==> config.mk <==
export PLATFORM = sky130hd
export DESIGN_NAME = mdc_operand_dispatch_flat
export DESIGN_NICKNAME = d
export VERILOG_FILES = /design/src/rtl/mdc_operand_dispatch_pkg.sv /design/src/rtl/mdc_operand_dispatch_if.sv /design/src/rtl/mdc_operand_dispatch_stream_reg.sv /design/src/rtl/mdc_operand_dispatch.sv /design/src/flat_wrapper.sv
export SDC_FILE = /design/constraint.sdc
export NUM_CORES = 1
export LEC_CHECK = 0
export BUFFER_PORTS_ARGS = -buffer_cell sky130_fd_sc_hd__buf_2
export CORE_MARGIN = 1
export CORE_UTILIZATION = 40
export CTS_CLUSTER_SIZE = 20
export DETAILED_ROUTE_END_ITERATION = 8
export GPL_ROUTABILITY_DRIVEN = 1
export MAX_ROUTING_LAYER = met4
export PLACE_DENSITY = 0.76
export SKIP_LAST_GASP = 1
export SLEW_MARGIN = 20
export SYNTH_ARGS = -nofsm -noshare
export SYNTH_HDL_FRONTEND = slang
export SYNTH_SLANG_ARGS = --single-unit
==> constraint.sdc <==
create_clock -name ap_clk -period 7 [get_ports ap_clk]
set_clock_uncertainty 0.15 [all_clocks]
set_input_delay 1.4 -clock ap_clk [delete_from_list [all_inputs] [get_ports ap_clk]]
set_output_delay 1.4 -clock ap_clk [all_outputs]
set_load 0.01 [all_outputs]
==> src/rtl/mdc_operand_dispatch_pkg.sv <==
// mdc_dispatch_package: shared types and defaults for the operand dispatcher.
//   MAC_CNT_LEN_DEF / NVEC_W_DEF : default element and vector-count limits
//   state_t                      : dispatcher FSM states
//   cfg_t                        : configuration latched when start is accepted
package mdc_dispatch_package;
    localparam int MAC_CNT_LEN_DEF = 4096;
    localparam int NVEC_W_DEF      = 16;
    localparam int LEN_W_DEF       = $clog2(MAC_CNT_LEN_DEF);

    typedef enum logic [2:0] {
        IDLE,
        BIAS,
        STREAM,
        DRAIN,
        DONE
    } state_t;

    // Sized by the package defaults; instances must not use larger limits.
    typedef struct packed {
        logic [LEN_W_DEF-1:0]  len;
        logic [NVEC_W_DEF-1:0] num_vec;
        logic                  bias_en;
    } cfg_t;
endpackage

==> src/rtl/mdc_operand_dispatch_if.sv <==
// mdc_operand_dispatch_if: command, configuration and stream signals of the
// operand dispatcher.
//   master : upstream/downstream environment (drives start, config, in/bias
//            streams and the a/b/c readies)
//   slave  : the dispatcher itself
interface mdc_operand_dispatch_if
    import mdc_dispatch_package::*;
#(
    parameter int MAC_CNT_LEN = MAC_CNT_LEN_DEF,
    parameter int NVEC_W      = NVEC_W_DEF
);
    localparam int LW = $clog2(MAC_CNT_LEN);

    logic              start;
    logic [LW-1:0]     reg_len;
    logic [NVEC_W-1:0] reg_num_vec;
    logic              reg_bias_en;
    logic              in_TVALID;
    logic              in_TREADY;
    logic [63:0]       in_TDATA;
    logic              bias_TVALID;
    logic              bias_TREADY;
    logic [31:0]       bias_TDATA;
    logic              a_TVALID;
    logic              a_TREADY;
    logic [31:0]       a_TDATA;
    logic              b_TVALID;
    logic              b_TREADY;
    logic [31:0]       b_TDATA;
    logic              c_TVALID;
    logic              c_TREADY;
    logic [31:0]       c_TDATA;
    logic              busy;
    logic              done;

    modport master (
        output start, reg_len, reg_num_vec, reg_bias_en,
        output in_TVALID, in_TDATA, bias_TVALID, bias_TDATA,
        output a_TREADY, b_TREADY, c_TREADY,
        input  in_TREADY, bias_TREADY,
        input  a_TVALID, a_TDATA, b_TVALID, b_TDATA, c_TVALID, c_TDATA,
        input  busy, done
    );

    modport slave (
        input  start, reg_len, reg_num_vec, reg_bias_en,
        input  in_TVALID, in_TDATA, bias_TVALID, bias_TDATA,
        input  a_TREADY, b_TREADY, c_TREADY,
        output in_TREADY, bias_TREADY,
        output a_TVALID, a_TDATA, b_TVALID, b_TDATA, c_TVALID, c_TDATA,
        output busy, done
    );
endinterface

==> src/rtl/mdc_operand_dispatch_stream_reg.sv <==
// mdc_stream_reg: one-entry valid/ready output register.
//   ap_clk, ap_rst_n : clock, async active-low reset
//   load, din        : write a new word (caller only loads when ~valid | ready)
//   ready            : downstream ready
//   valid, dout      : registered output word
// A load in the same cycle as a transfer keeps valid high and replaces the
// data, so the stage sustains one word per cycle. Data holds while stalled.
module mdc_stream_reg #(
    parameter int W = 32
) (
    input  logic         ap_clk,
    input  logic         ap_rst_n,
    input  logic         load,
    input  logic [W-1:0] din,
    input  logic         ready,
    output logic         valid,
    output logic [W-1:0] dout
);
    always_ff @(posedge ap_clk or negedge ap_rst_n) begin
        if (!ap_rst_n) begin
            valid <= 1'b0;
            dout  <= '0;
        end else if (load) begin
            valid <= 1'b1;
            dout  <= din;
        end else if (ready) begin
            valid <= 1'b0;
        end
    end
endmodule

==> src/rtl/mdc_operand_dispatch.sv <==
// mdc_operand_dispatch: splits a packed {b,a} operand stream into separate a/b
// streams plus an optional per-vector bias c stream, framed as num_vec vectors
// of len+1 elements per start command.
//   ap_clk, ap_rst_n : clock, async active-low reset
//   bus (slave)      : start/config, in and bias inputs, a/b/c outputs,
//                      busy and done status
module mdc_operand_dispatch
    import mdc_dispatch_package::*;
#(
    parameter int MAC_CNT_LEN = MAC_CNT_LEN_DEF,
    parameter int NVEC_W      = NVEC_W_DEF
) (
    input logic                   ap_clk,
    input logic                   ap_rst_n,
    mdc_operand_dispatch_if.slave bus
);
    localparam int LW = $clog2(MAC_CNT_LEN);

    state_t            state;
    cfg_t              cfg;
    logic [LW-1:0]     elem_cnt;
    logic [NVEC_W-1:0] vec_cnt;
    logic [NVEC_W:0]   vec_nxt;
    logic              busy_q, done_q;
    logic              ab_valid, c_valid;
    logic [63:0]       ab_data;
    logic [31:0]       c_data;
    logic              ab_ready, in_rdy, bias_rdy, in_hs, bias_hs;
    logic              last_elem, last_vec;

    assign ab_ready = bus.a_TREADY & bus.b_TREADY;
    assign in_rdy   = (state == STREAM) & (~ab_valid | ab_ready);
    assign bias_rdy = (state == BIAS) & (~c_valid | bus.c_TREADY);
    assign in_hs    = bus.in_TVALID & in_rdy;
    assign bias_hs  = bus.bias_TVALID & bias_rdy;

    // One extra bit so num_vec = 2^NVEC_W-1 terminates without wrapping.
    assign vec_nxt   = {1'b0, vec_cnt} + {{NVEC_W{1'b0}}, 1'b1};
    assign last_vec  = vec_nxt == {1'b0, NVEC_W'(cfg.num_vec)};
    assign last_elem = elem_cnt == LW'(cfg.len);

    always_ff @(posedge ap_clk or negedge ap_rst_n) begin
        if (!ap_rst_n) begin
            state    <= IDLE;
            cfg      <= '0;
            elem_cnt <= '0;
            vec_cnt  <= '0;
            busy_q   <= 1'b0;
            done_q   <= 1'b0;
        end else begin
            done_q <= 1'b0;
            case (state)
                IDLE: if (bus.start) begin
                    cfg.len     <= LEN_W_DEF'(bus.reg_len);
                    cfg.num_vec <= NVEC_W_DEF'(bus.reg_num_vec);
                    cfg.bias_en <= bus.reg_bias_en;
                    elem_cnt    <= '0;
                    vec_cnt     <= '0;
                    if (bus.reg_num_vec == '0) begin
                        state  <= DONE;
                        done_q <= 1'b1;
                    end else begin
                        busy_q <= 1'b1;
                        state  <= bus.reg_bias_en ? BIAS : STREAM;
                    end
                end
                BIAS: if (bias_hs) state <= STREAM;
                STREAM: if (in_hs) begin
                    if (last_elem) begin
                        elem_cnt <= '0;
                        vec_cnt  <= vec_nxt[NVEC_W-1:0];
                        if (last_vec)         state <= DRAIN;
                        else if (cfg.bias_en) state <= BIAS;
                    end else begin
                        elem_cnt <= elem_cnt + 1'b1;
                    end
                end
                // Completion is reported only after both output stages empty.
                DRAIN: if (!ab_valid && !c_valid) begin
                    state  <= DONE;
                    done_q <= 1'b1;
                    busy_q <= 1'b0;
                end
                DONE:    state <= IDLE;
                default: state <= IDLE;
            endcase
        end
    end

    mdc_stream_reg #(.W(64)) u_ab (
        .ap_clk  (ap_clk),
        .ap_rst_n(ap_rst_n),
        .load    (in_hs),
        .din     (bus.in_TDATA),
        .ready   (ab_ready),
        .valid   (ab_valid),
        .dout    (ab_data)
    );

    mdc_stream_reg #(.W(32)) u_c (
        .ap_clk  (ap_clk),
        .ap_rst_n(ap_rst_n),
        .load    (bias_hs),
        .din     (bus.bias_TDATA),
        .ready   (bus.c_TREADY),
        .valid   (c_valid),
        .dout    (c_data)
    );

    assign bus.in_TREADY   = in_rdy;
    assign bus.bias_TREADY = bias_rdy;
    assign bus.a_TVALID    = ab_valid;
    assign bus.b_TVALID    = ab_valid;
    assign bus.a_TDATA     = ab_data[31:0];
    assign bus.b_TDATA     = ab_data[63:32];
    assign bus.c_TVALID    = c_valid;
    assign bus.c_TDATA     = c_data;
    assign bus.busy        = busy_q;
    assign bus.done        = done_q;
endmodule

==> src/flat_wrapper.sv <==
// flat-port wrapper written by rule: the top's interface ports become plain ports
module mdc_operand_dispatch_flat import mdc_dispatch_package::*;
#(
    parameter int MAC_CNT_LEN = MAC_CNT_LEN_DEF,
    parameter int NVEC_W      = NVEC_W_DEF
)
  (ap_clk, ap_rst_n, bus_start, bus_reg_len, bus_reg_num_vec, bus_reg_bias_en, bus_in_TVALID, bus_in_TDATA, bus_bias_TVALID, bus_bias_TDATA, bus_a_TREADY, bus_b_TREADY, bus_c_TREADY, bus_in_TREADY, bus_bias_TREADY, bus_a_TVALID, bus_a_TDATA, bus_b_TVALID, bus_b_TDATA, bus_c_TVALID, bus_c_TDATA, bus_busy, bus_done);
  mdc_operand_dispatch_if #(.MAC_CNT_LEN(MAC_CNT_LEN), .NVEC_W(NVEC_W)) bus_i ();
  input logic ap_clk;
  input logic ap_rst_n;
  input wire logic [$bits(bus_i.start)-1:0] bus_start;
  input wire logic [$bits(bus_i.reg_len)-1:0] bus_reg_len;
  input wire logic [$bits(bus_i.reg_num_vec)-1:0] bus_reg_num_vec;
  input wire logic [$bits(bus_i.reg_bias_en)-1:0] bus_reg_bias_en;
  input wire logic [$bits(bus_i.in_TVALID)-1:0] bus_in_TVALID;
  input wire logic [$bits(bus_i.in_TDATA)-1:0] bus_in_TDATA;
  input wire logic [$bits(bus_i.bias_TVALID)-1:0] bus_bias_TVALID;
  input wire logic [$bits(bus_i.bias_TDATA)-1:0] bus_bias_TDATA;
  input wire logic [$bits(bus_i.a_TREADY)-1:0] bus_a_TREADY;
  input wire logic [$bits(bus_i.b_TREADY)-1:0] bus_b_TREADY;
  input wire logic [$bits(bus_i.c_TREADY)-1:0] bus_c_TREADY;
  output wire logic [$bits(bus_i.in_TREADY)-1:0] bus_in_TREADY;
  output wire logic [$bits(bus_i.bias_TREADY)-1:0] bus_bias_TREADY;
  output wire logic [$bits(bus_i.a_TVALID)-1:0] bus_a_TVALID;
  output wire logic [$bits(bus_i.a_TDATA)-1:0] bus_a_TDATA;
  output wire logic [$bits(bus_i.b_TVALID)-1:0] bus_b_TVALID;
  output wire logic [$bits(bus_i.b_TDATA)-1:0] bus_b_TDATA;
  output wire logic [$bits(bus_i.c_TVALID)-1:0] bus_c_TVALID;
  output wire logic [$bits(bus_i.c_TDATA)-1:0] bus_c_TDATA;
  output wire logic [$bits(bus_i.busy)-1:0] bus_busy;
  output wire logic [$bits(bus_i.done)-1:0] bus_done;
  assign bus_i.start = bus_start;
  assign bus_i.reg_len = bus_reg_len;
  assign bus_i.reg_num_vec = bus_reg_num_vec;
  assign bus_i.reg_bias_en = bus_reg_bias_en;
  assign bus_i.in_TVALID = bus_in_TVALID;
  assign bus_i.in_TDATA = bus_in_TDATA;
  assign bus_i.bias_TVALID = bus_bias_TVALID;
  assign bus_i.bias_TDATA = bus_bias_TDATA;
  assign bus_i.a_TREADY = bus_a_TREADY;
  assign bus_i.b_TREADY = bus_b_TREADY;
  assign bus_i.c_TREADY = bus_c_TREADY;
  assign bus_in_TREADY = bus_i.in_TREADY;
  assign bus_bias_TREADY = bus_i.bias_TREADY;
  assign bus_a_TVALID = bus_i.a_TVALID;
  assign bus_a_TDATA = bus_i.a_TDATA;
  assign bus_b_TVALID = bus_i.b_TVALID;
  assign bus_b_TDATA = bus_i.b_TDATA;
  assign bus_c_TVALID = bus_i.c_TVALID;
  assign bus_c_TDATA = bus_i.c_TDATA;
  assign bus_busy = bus_i.busy;
  assign bus_done = bus_i.done;
  mdc_operand_dispatch #(.MAC_CNT_LEN(MAC_CNT_LEN), .NVEC_W(NVEC_W)) u_core (.ap_clk(ap_clk), .ap_rst_n(ap_rst_n), .bus(bus_i));
endmodule
==> results.toml <==
[outcome]
status = "complete, no violations"

[route]
wl_per_cell_um = 16.1
vias_per_cell = 5.12
finalWirelength_um = 17100
vias = 5429
detail_route.iter0.violations = 267
drc_errors = 0
drt-pass1-iter-count = 4
ant_nets = 0

[synthesis]
yosysMostFrequentCell = "dfrtp_1"
synthAdderAreaFrac_pct = 0.352
ys_seq_elements = 160
synth_area_leaders = "dfrtp_1 (56%), mux2_1 (10%), mux2_2 (7.6%), xnor2_1 (3.7%), nand2_1 (3.0%)"
synth_area_um2 = 7120
synth-compound-area-share_pct = 7.19
synth_area_per_cell_um2 = 12.0
synth_top_family_by_area = "multiplexers"
syn_inst = 595
ys.flop_type = "dfrtp_1"
yosys-top-cells-count = "dfrtp_1 (160), mux2_1 (64), nand2_1 (57)"
synthMuxAreaShare_pct = 17.7
synth_cell_types = 52
yosys_warnings = 0
synthSimpleGateAreaFrac_pct = 11.4
synth_top_area_share_pct = 56.3
syn-num-nets = 730
synthArstFlopShare_pct = 100
post-synth-top-area-cell = "dfrtp_1"
seq_area_frac_synth_pct = 56.3
synth_edf_count = 0
synthXorXnorAreaFrac_pct = 4.80

[clocking]
postCtsSetupRepairBufs = 0
cts_hold_buf = 0
clk_path_buf_depth = 2
clock_latency_ns = 0.41
clkSinkCount = 160
htree_levels = 4
ctsResizeCount = 0
clockRootBuffer = "clkbuf_16"
cts_buffers = 17
cts_tree = "yes"
clkSlewWorstSetupHoldPaths_ns = 0.07

[power_and_ir_drop]
swShare_pct = 34.8
ir_drop_uv = 271
finalPower_mw = 3.97
power.share.clock_pct = 24.7
power_density_nw_per_um2 = 435
p_switching_mw = 1.38
power.internal_mw = 2.59
p_seq_share_pct = 39.0
combinationalPowerShare_pct = 36.3
power_leakage_nw = 4.31

[sta]
min_period_ns = 3.82
fmax_mhz = 261
grt_setup_unrepaired = "no"
slew-limit-headroom_pct = 24.6
slew_viol_final = 0
finalSetupTns_ns = 0
layout_worst_path_cycle_share_pct = 54.6
setup_viol = 0
final_hold_viol_count = 0
worstMarginPinSlew_ns = 1.13

[worst_setup_path]
cp_common_cell = "buf_2"
critPathRequiredTime_ns = 5.45
crit_chain = "buf_2 -> a21boi_0 -> nor2_1 -> buf_2"
cp.arrival_ns = 2.27
crit_path_start_kind = "input port"
critical_path_class = "in -> out"
cp_slowest_cell = "a21boi_0"
endpoint_kind = "output port"
path_max_fanout = 4
cpPeakStageDelay_ns = 0.47

[floorplan]
dieArea_um2 = 18300
dieHeight_um = 135
rows = 48
io_pins = 236
core_region_area_um2 = 17400
die_x_um = 135
initial_core_util_pct = 41.0

[finish]
syn2layout_area_growth_pct = 28.3
fillers = 1483
antenna_cells = 0
layout.nets = 958
multiInputGateArea_um2 = 2960
regArea_um2 = 4000
drive_gt1_share_pct = 39.5

[grt]
grt_max_degree = 93
antenna_found_initial = 0
track_usage_pct = 20.0
grt_pass1_vias = 5444
overflow = 0
grt_pass1_wl_um = 27700

[run]
cap_violations = 0

[place]
port_buffers = 235
hpwlAfterDp_um = 12400
gp_congestion = 0.821

[worst_hold_path]
hp-class = "reg -> reg"
[path summary, 6_finish.rpt]
path / cells past startpoint / from / end / slack (ns)
setup / recovery: 4 / bus_a_TREADY / bus_in_TREADY / 3.18
hold / removal: 1 / u_core.u_ab.dout[58]$_DFFE_PN0P_ / u_core.u_ab.dout[58]$_DFFE_PN0P_ / 0.34
setup reg to reg: 4 / u_core.state[1]$_DFFE_PN0P_ / u_core.u_ab.dout[35]$_DFFE_PN0P_ / 3.63
hold reg to reg: 1 / u_core.u_ab.dout[58]$_DFFE_PN0P_ / u_core.u_ab.dout[58]$_DFFE_PN0P_ / 0.34
max in group asynchronous: 2 / ap_rst_n / u_core.cfg[6]$_DFFE_PN0P_ / 4.38
min in group asynchronous: 1 / ap_rst_n / u_core.u_ab.dout[29]$_DFFE_PN0P_ / 0.92
[logic make-up (layout without fill, tap and decap cells)]
group / count (synthesis) / after routing
flip-flops: 160 / 160
multiplexers: 112 / 112
buffers and inverters: 39 / 280
adder cells (fa/ha/maj): 2 / 2
AND/OR/NAND/NOR: 161 / 161
XOR/XNOR: 39 / 39
AO/OA/AOI/OAI: 82 / 82
[registers in the layout (all words and copies together) (netlist names)]
register and cells:
u_core.cfg 29, u_core.elem_cnt 12, u_core.state 3, u_core.u_c.dout 32, u_core.bus.busy 1, u_core.u_ab.dout 64, u_core.u_ab.valid 1, u_core.vec_cnt 16
u_core.u_c.valid 1, u_core.bus.done 1
[layer usage]
metal,vias to the layer above,global-route usage (%),share of wire [%]
met5,-,-,0
li1,2571,-,-
met3,31,3.70,4.4
met4,0,7.93,2.4
met2,169,32.3,52
met1,2658,24.9,42
[power groups by stage]
stage	Combinational [mW]	Sequential (mW)	Clock, mW
2_1_floorplan	0.787	1.66	0
3_3_place_gp	1.41	1.54	0
3_5_place_dp	1.45	1.56	0
4_1_cts	1.45	1.55	1.00
5_1_grt	1.57	1.60	1.03
6_report	1.44	1.55	0.981
[through the flow]
step / worst slack [ns] / utilization (%) / hold slack [ns] / std cells / area [um2]
2_1_floorplan: 3.66 / - / 0.307 / 595 / 7120
3_3_place_gp: 3.02 / 49.0 / 0.319 / 1029 / 8500
3_5_place_dp: 3.01 / 49.0 / 0.325 / 1029 / 8500
4_1_cts: 3.18 / 52.6 / 0.341 / 1061 / 9130
5_1_grt: 3.08 / 52.6 / 0.354 / 1061 / 9130
6_report: 3.18 / 52.6 / 0.336 / 1061 / 9130
[critical path: cells and delay by family]
kind,cells,cell delay [ns]
simple gates,1,0.11
buf+inv,2,0.29
compound gates,1,0.47
[cell usage in the layout (no fill, tap or decap), drive strengths merged, types with 2 or more instances in the layout]
master,Yosys,final
a21oi,9,9
nor2b,3,3
xor2,9,9
ha,2,2
nor3b,2,2
and3,8,8
bufinv,0,3
o21ai,43,43
inv,6,14
clkinv,0,2
and2,3,3
a22o,4,4
xnor2,30,30
nand2b,10,10
clkbuf,24,18
a21o,2,2
nor3,10,10
or3,4,4
or3b,2,2
o31ai,9,9
dfrtp,160,160
nand2,57,57
nand4,15,15
buf,9,242
nor4,7,7
nor2,26,26
nand3,11,11
mux2,112,112
a2111oi,3,3
[cell type report]
cell class | count | area share [%]
Sequential cell | 160 | 43.8
Multi-Input combinational cell | 396 | 32.4
Timing Repair Buffer | 242 | 13.5
Clock buffer | 18 | 4.81
Tap cell | 225 | 3.08
Clock inverter | 14 | 2.11
Inverter | 6 | 0.247
No activity file was read; power rests on OpenSTA's default activity.
